### src/rtl/if_fetch_ctrl_pkg.sv
// Shared types and constants for the IF-stage fetch controller and its IF/ID consumer.
package if_fetch_ctrl_pkg;

  localparam logic [31:0] NOP_INSTR = 32'h0000_0013;

  typedef enum logic [1:0] {
    SEL_PASS   = 2'b00,
    SEL_REPLAY = 2'b01,
    SEL_FLUSH  = 2'b10
  } instr_sel_t;

  typedef enum logic [1:0] {
    IDLE = 2'b00,
    REQ  = 2'b01,
    WAIT = 2'b10
  } fetch_state_t;

  function automatic logic [31:0] word_align(input logic [31:0] addr);
    return {addr[31:2], 2'b00};
  endfunction

endpackage

### src/rtl/if_fetch_ctrl.sv
// IF-stage fetch controller: owns the PC, keeps at most one instruction-memory
// grant in flight, and feeds pc/instr/instr_sel/loadUse into the IF/ID register.
module if_fetch_ctrl
  import if_fetch_ctrl_pkg::*;
#(
  parameter logic [31:0] RESET_PC = 32'h0000_0000,
  parameter logic [31:0] PC_STEP  = 32'd4
) (
  input  logic        clk,
  input  logic        rst,
  input  logic        hazard_loadUse,
  input  logic        redirect,
  input  logic [31:0] redirect_pc,
  output logic        im_req,
  output logic [31:0] im_addr,
  input  logic        im_gnt,
  input  logic        im_rvalid,
  input  logic [31:0] im_rdata,
  output logic [31:0] pc_IF,
  output logic [31:0] instr_IF,
  output logic [1:0]  instr_sel,
  output logic        loadUse
);

  fetch_state_t state_q, state_d;
  logic [31:0]  pc_q, pc_d;
  logic [31:0]  rsp_pc_q, rsp_pc_d;
  logic         kill_q, kill_d;
  logic         skid_v_q, skid_v_d;
  logic [31:0]  skid_data_q, skid_data_d;

  logic active, flush, stall, pend, rsp, live, fire;

  // A grant is pending while in WAIT, or while a killed response is still due.
  always_comb begin
    active  = (state_q != IDLE);
    flush   = active & redirect;
    stall   = active & hazard_loadUse & ~redirect;
    pend    = (state_q == WAIT) | kill_q;
    rsp     = im_rvalid & pend;
    live    = rsp & ~kill_q;
    im_req  = active & ~stall & (~pend | rsp);
    im_addr = pc_q;
    fire    = im_req & im_gnt;
  end

  always_comb begin
    state_d     = state_q;
    pc_d        = pc_q;
    rsp_pc_d    = rsp_pc_q;
    kill_d      = kill_q;
    skid_v_d    = skid_v_q;
    skid_data_d = skid_data_q;
    case (state_q)
      IDLE: state_d = REQ;
      default: begin
        if (fire) begin
          state_d  = WAIT;
          rsp_pc_d = pc_q;
          pc_d     = pc_q + PC_STEP;
        end else if (rsp) begin
          state_d = REQ;
        end
        if (fire | rsp) begin
          kill_d = 1'b0;
        end
        // Redirect drops whatever is in flight, including a grant taken this cycle.
        if (flush) begin
          state_d  = REQ;
          pc_d     = word_align(redirect_pc);
          kill_d   = fire | (pend & ~rsp);
          skid_v_d = 1'b0;
        end else if (stall) begin
          if (live) begin
            skid_v_d    = 1'b1;
            skid_data_d = im_rdata;
          end
        end else begin
          skid_v_d = 1'b0;
        end
      end
    endcase
  end

  // A skid entry can never meet a fresh response: no grant is issued while stalled.
  always_comb begin
    instr_sel = SEL_FLUSH;
    loadUse   = 1'b0;
    pc_IF     = rsp_pc_q;
    instr_IF  = '0;
    if (!flush) begin
      if (stall) begin
        instr_sel = SEL_REPLAY;
        loadUse   = 1'b1;
      end else if (skid_v_q) begin
        instr_sel = SEL_PASS;
        instr_IF  = skid_data_q;
      end else if (live) begin
        instr_sel = SEL_PASS;
        instr_IF  = im_rdata;
      end
    end
  end

  always_ff @(posedge clk or posedge rst) begin
    if (rst) begin
      state_q  <= IDLE;
      pc_q     <= RESET_PC;
      rsp_pc_q <= RESET_PC;
      kill_q   <= 1'b0;
      skid_v_q <= 1'b0;
    end else begin
      state_q  <= state_d;
      pc_q     <= pc_d;
      rsp_pc_q <= rsp_pc_d;
      kill_q   <= kill_d;
      skid_v_q <= skid_v_d;
    end
  end

  always_ff @(posedge clk) begin
    skid_data_q <= skid_data_d;
  end

endmodule

### config.mk
export PLATFORM = sky130hd
export DESIGN_NAME = if_fetch_ctrl
export DESIGN_NICKNAME = d
export VERILOG_FILES = /design/src/rtl/if_fetch_ctrl_pkg.sv /design/src/rtl/if_fetch_ctrl.sv
export SDC_FILE = /design/constraint.sdc
export NUM_CORES = 1
export LEC_CHECK = 0
export ABC_AREA = 1
export BUFFER_PORTS_ARGS = -buffer_cell sky130_fd_sc_hd__buf_4
export CAP_MARGIN = 30
export CORE_MARGIN = 1
export CORE_UTILIZATION = 55
export DETAILED_ROUTE_END_ITERATION = 8
export GPL_TIMING_DRIVEN = 1
export PLACE_DENSITY_LB_ADDON = 0.25
export SYNTH_ARGS = -nofsm -noshare
export SYNTH_HDL_FRONTEND = slang
export SYNTH_SLANG_ARGS = --single-unit
### constraint.sdc
create_clock -name clk -period 6.05 [get_ports clk]
set_input_delay 0.3025 -clock clk [delete_from_list [all_inputs] [get_ports clk]]
set_output_delay 0.3025 -clock clk [all_outputs]
set_load 0.03 [all_outputs]
### After elaboration in Yosys (flattened, before gate mapping)

Cells that the tools add are included.

| storage, ports and cells | value |
|---|---|
| register bits | 100 |
| input port bits | 70 |
| output and inout port bits | 100 |
| word-level logic and storage cells | 60 |

| cells by class | value |
|---|---|
| add/subtract/negate cells | 1 |
| equality and inequality tests | 2 |
| muxes and demuxes | 21 |
| bitwise gates (word level) | 20 |
| reduce and logical (&&, ||, !) cells | 10 |

Operator list:

| operator | number |
|---|---|
| 2-to-1 mux 32 bit | 6 |
| adder 32 x 3 -> 32 bit, second input constant | 1 |
| 2-to-1 mux 2 bit | 8 |
| bitwise AND 1 bit | 9 |
| AND reduction 2 bit | 4 |
| 2-to-1 mux 1 bit | 7 |
| NOT 1 bit | 7 |
| nonzero test 2 bit | 3 |
| bitwise OR 1 bit | 4 |
| AND reduction 4 bit | 1 |
| nonzero test 4 bit | 1 |
| != test 3 x 2 -> 1 bit, second input constant | 1 |
| == test 2 bit, second input constant | 1 |
| zero test 2 bit | 1 |

### Logic depth before layout (Yosys ltp)

| depth | value |
|---|---|
| depth after elaboration | 10 |
| mapped depth | 10 |
| mapped depth without buffers | 10 |

### Least setup slack after synthesis

OpenSTA, ideal clock, no wires.

| path | value |
|---|---|
| path type | reg2reg |
| start | reg state_q[0] |
| end | reg skid_data_q[0] (enable) |
| data arrival time | 2.643 ns |
| data required time | 5.629 ns |
| slack | 2.986 ns |
| stages on the path, launching flop included | 7 |
| path buffers | 0 |
| period minus slack after synthesis | 3.064 ns |
| path through | dfrtp_1 > nor2_2 > inv_2 > nand2_1 > nor2_1 > inv_2 > nor2_1 |

| between the ends | value |
|---|---|
| longest elaborated chain between the ends | 5 |
| elaborated cells between the ends (all ways) | 12 |

Ends and longest elaborated chain:

| element | line | text |
|---|---|---|
| start: declaration | if_fetch_ctrl.sv:25 | `fetch_state_t state_q, state_d;` |
| start signal: assignment | if_fetch_ctrl.sv:113 | `state_q <= state_d;` |
| == test 2 bit | if_fetch_ctrl.sv:39 | `pend = (state_q == WAIT) \| kill_q;` |
| bitwise OR 1 bit | if_fetch_ctrl.sv:39 |  |
| bitwise AND 1 bit | if_fetch_ctrl.sv:40 | `rsp = im_rvalid & pend;` |
| bitwise AND 1 bit | if_fetch_ctrl.sv:41 | `live = rsp & ~kill_q;` |
| AND reduction 4 bit (no source line) * | n/a |  |
| end signal: assignment | if_fetch_ctrl.sv:122 | `skid_data_q <= skid_data_d;` |
| end: declaration | if_fetch_ctrl.sv:30 | `logic [31:0] skid_data_q, skid_data_d;` |

Mark *: on every way between the ends. The rest lies on a longest branch, timed or not.
A chain may end at the register's enable or synchronous reset.

### Final worst setup path

| path | value |
|---|---|
| start | reg state_q[0] |
| end | out instr_IF[19] |

| between the ends | value |
|---|---|
| longest elaborated chain between the ends | 8 |
| elaborated cells between the ends (all ways) | 12 |

Ends and longest elaborated chain:

| element | line | text |
|---|---|---|
| == test 2 bit | if_fetch_ctrl.sv:39 |  |
| bitwise OR 1 bit | if_fetch_ctrl.sv:39 |  |
| bitwise AND 1 bit | if_fetch_ctrl.sv:40 |  |
| bitwise AND 1 bit | if_fetch_ctrl.sv:41 |  |
| 2-to-1 mux 32 bit | if_fetch_ctrl.sv:98 | `end else if (live) begin` |
| 2-to-1 mux 32 bit | if_fetch_ctrl.sv:95 | `end else if (skid_v_q) begin` |
| 2-to-1 mux 32 bit | if_fetch_ctrl.sv:92 | `if (stall) begin` |
| 2-to-1 mux 32 bit * | if_fetch_ctrl.sv:91 | `if (!flush) begin` |
| end: declaration | if_fetch_ctrl.sv:20 | `output logic [31:0] instr_IF,` |

Marked as above.

==> metrics.cfg <==
[floorplanning]
fp.dieW_um=99.80
std_cell_rows=35
initial_core_util_pct=56.93
core_sq_mm=0.009240
fp.dieH_um=99.80
die_area_sq_mm=0.009959
num_io_pins=170

[routing]
wirelength_mm=13.48
wire_per_inst_um=13.97
avgViaCountPerCell=5.262
ant_nets=0
firstDrtPassIters=5
vias=5078
drtIter0Drc=346
drc=0

[setup_path]
crit_top_cell=nor2_2
start_kind=register
rr_worst_depth=9
cpMaxStageDelayCell=inv_2
r2r_start=state_q[0]$_DFFE_PP0P_
cp_data_required_time_ns=5.75
end_kind=output pin
r2r_end=im_addr[29]$_DFFE_PP0P_
cpPeakStageDelay_ns=0.54
crit_path_end=instr_IF[19]
r2r_slack_ns=3.52
crit_start=state_q[0]$_DFFE_PP0P_
arrival_ns=2.76
critPathMaxFanout=39
critical_path_class=register to output pin
cp_cell_sequence=nor2_2, nor2_2, buf_8, inv_2, nand2_4, a21oi_1, buf_4

[timing]
finalCritPeriodShare_pct=50.63
rsz0062_at_grt=false
relSlewSlack_pct=36.28
slew_violations=0
tightest_slew_ns=0.9547
finalSetupViolations=0
hold_violations=0
period_needed_ns=3.063
fmax_ghz=0.3265
finalSetupTns_ns=0
hold-worst-slack_ns=0.1083
skew_ns=0.02139

[place]
dp.cells=949
placed_area_sq_mm=0.006454
post-dp-hpwl_mm=9.681
io_buffers=163
place_congestion=0.9041

[clock_network]
clock_sinks=96
cts_buffers=9
cts_root_buffer=clkbuf_8
cts_tree=done
cts_setup_buffers=0
htreeDepth=3
post_cts_resized=0
clock_latency_ns=0.37
clk_path_buf_depth=2
cts_hold_buf=0
path_clk_slew_ns=0.11

[synthesis]
synth_cell_types=38
avgSynthCellArea_sq_um=7.690
synth_top_area_cell=dfrtp_1
yosysSeqAreaShare_pct=48.72
synth-seq-cells=96
synth_top_area_share_pct=30.45
synthCells=684
synth_warnings=0
ys_top_cells_by_area=dfrtp_1 (30%), edfxtp_1 (18%), nand2_1 (17%)
syn_area_sq_mm=0.005260

[hold_path]
hold_class=input port to register

[finish]
nets=902
antennaDiodeCount=0
syn_to_final_growth_pct=25.95
drive_above_1_share_pct=25.36
design_area_sq_mm=0.006625
instances_no_fill=965

[global_routing]
antenna_found_initial=0
grt_overflow_total=0
globalRouteTotalUtil_pct=28.00
grt_pass1_vias=4773
grt_first_pass_wirelength_mm=22.10
grt_max_degree=67

[power]
leakage_nw=3.149
p_per_area_mw_per_mm2=434.3
ir_drop_v=0.0002608

[run]
maxCapViolCount=0

[run_status]
outcome=finished clean

==> worst min path at each step <==
stage / endpoint / depth (start not counted) / slack (ns) / start
CTS: skid_data_q[26]$_DFFE_PP_ / 1 / 0.10 / im_rdata[26]
finish: skid_data_q[26]$_DFFE_PP_ / 1 / 0.11 / im_rdata[26]
floorplan: skid_data_q[0]$_DFFE_PP_ / 0 / 0.40 / im_rdata[0]
detailed placement: pc_IF[19]$_DFFE_PP0P_ / 2 / 0.48 / pc_IF[19]$_DFFE_PP0P_
global placement: pc_IF[2]$_DFFE_PP0P_ / 2 / 0.47 / pc_IF[2]$_DFFE_PP0P_
global route: skid_data_q[29]$_DFFE_PP_ / 1 / 0.09 / im_rdata[29]
==> registers in the layout, summed over array words and instances (netlist names) <==
signal / count
skid_data_q: 32
kill_q: 1
state_q: 2
pc_IF: 30
skid_v_q: 1
im_addr: 30
==> synthesized netlist by cell type (all sizes together) <==
| library cell | number |
|---|---|
| and2 | 2 |
| nand3 | 81 |
| o22ai | 2 |
| o21bai | 1 |
| nor3 | 4 |
| nor2 | 65 |
| o211ai | 2 |
| clkbuf | 8 |
| a21oi | 35 |
| o21ai | 47 |
| edfxtp | 32 |
| or2 | 5 |
| nand2 | 243 |
| buf | 27 |
| o31ai | 1 |
| xor2 | 1 |
| ha | 1 |
| nand3b | 1 |
| nand4 | 2 |
| inv | 58 |
| a31oi | 1 |
| conb | 1 |
| dfrtp | 64 |
==> report_power, final <==
| group | switching [mW] | internal, mW |
|---|---|---|
| clock | 0.235 | 0.152 |
| sequential | 0.204 | 0.864 |
| combinational | 0.942 | 0.479 |
| total | 1.38 | 1.50 |
==> metal layers <==
layer  share of wire, %  up-vias  wire length [um]  track usage [%]
li1                   -     2487                 -                -
met3                7.2       29               969            4.039
met2                 48      220              6433            46.10
met5                  0        -                 0                0
met4                2.2        0               295            11.09
met1                 43     2342              5779            37.63
==> cell families after synthesis <==
group                      after synthesis  synth area share (%)
adders and majority gates                1                0.2378
other                                    1               0.07129
buffers and inverters                   93                 8.944
DFF                                     96                 48.72
and+or+nand+nor                        403                 32.78
xor gates and xnor gates                 1                0.1665
AOI/OAI and AO/OA                       89                 9.087
==> worst max-delay path: cells and delay by family (launching register included) <==
kind	cells	cell delay [ns]
AOI/OAI and AO/OA	1	0.28
DFF	1	0.43
buffers and inverters	3	0.92
and+or+nand+nor	3	0.71
==> cell type report <==
cell class,instances,area [sq um]
flip-flops and latches,96,2562
repair buffers,168,1269
well taps,129,161.4
clock inverters,6,43.79
clock buffers,10,127.6
inverters,58,220.2
fillers,763,2615
multi-input cells,498,2241
==> placed cells by master, fill, tap and decap left out, types with 16 or more instances in the layout <==
master | Yosys | layout
a21oi_1 | 34 | 34
buf_4 | 9 | 167
dfrtp_1 | 64 | 64
edfxtp_1 | 32 | 32
inv_1 | 52 | 51
nand2_1 | 239 | 239
nand3_1 | 80 | 80
nor2_1 | 53 | 52
o21ai_0 | 16 | 16
o21ai_1 | 30 | 30
==> metrics by stage <==
stage | utilization (%) | setup slack (ns) | total power [mW]
2_1_floorplan | - | 2.986 | 1.993
4_1_cts | 71.70 | 3.012 | 2.880
6_report | 71.70 | 2.987 | 2.878
3_5_place_dp | 69.84 | 3.421 | 2.496
3_3_place_gp | 69.68 | 3.090 | 2.455
5_1_grt | 71.70 | 2.792 | 3.064
Power figures use the tool's default switching activity.
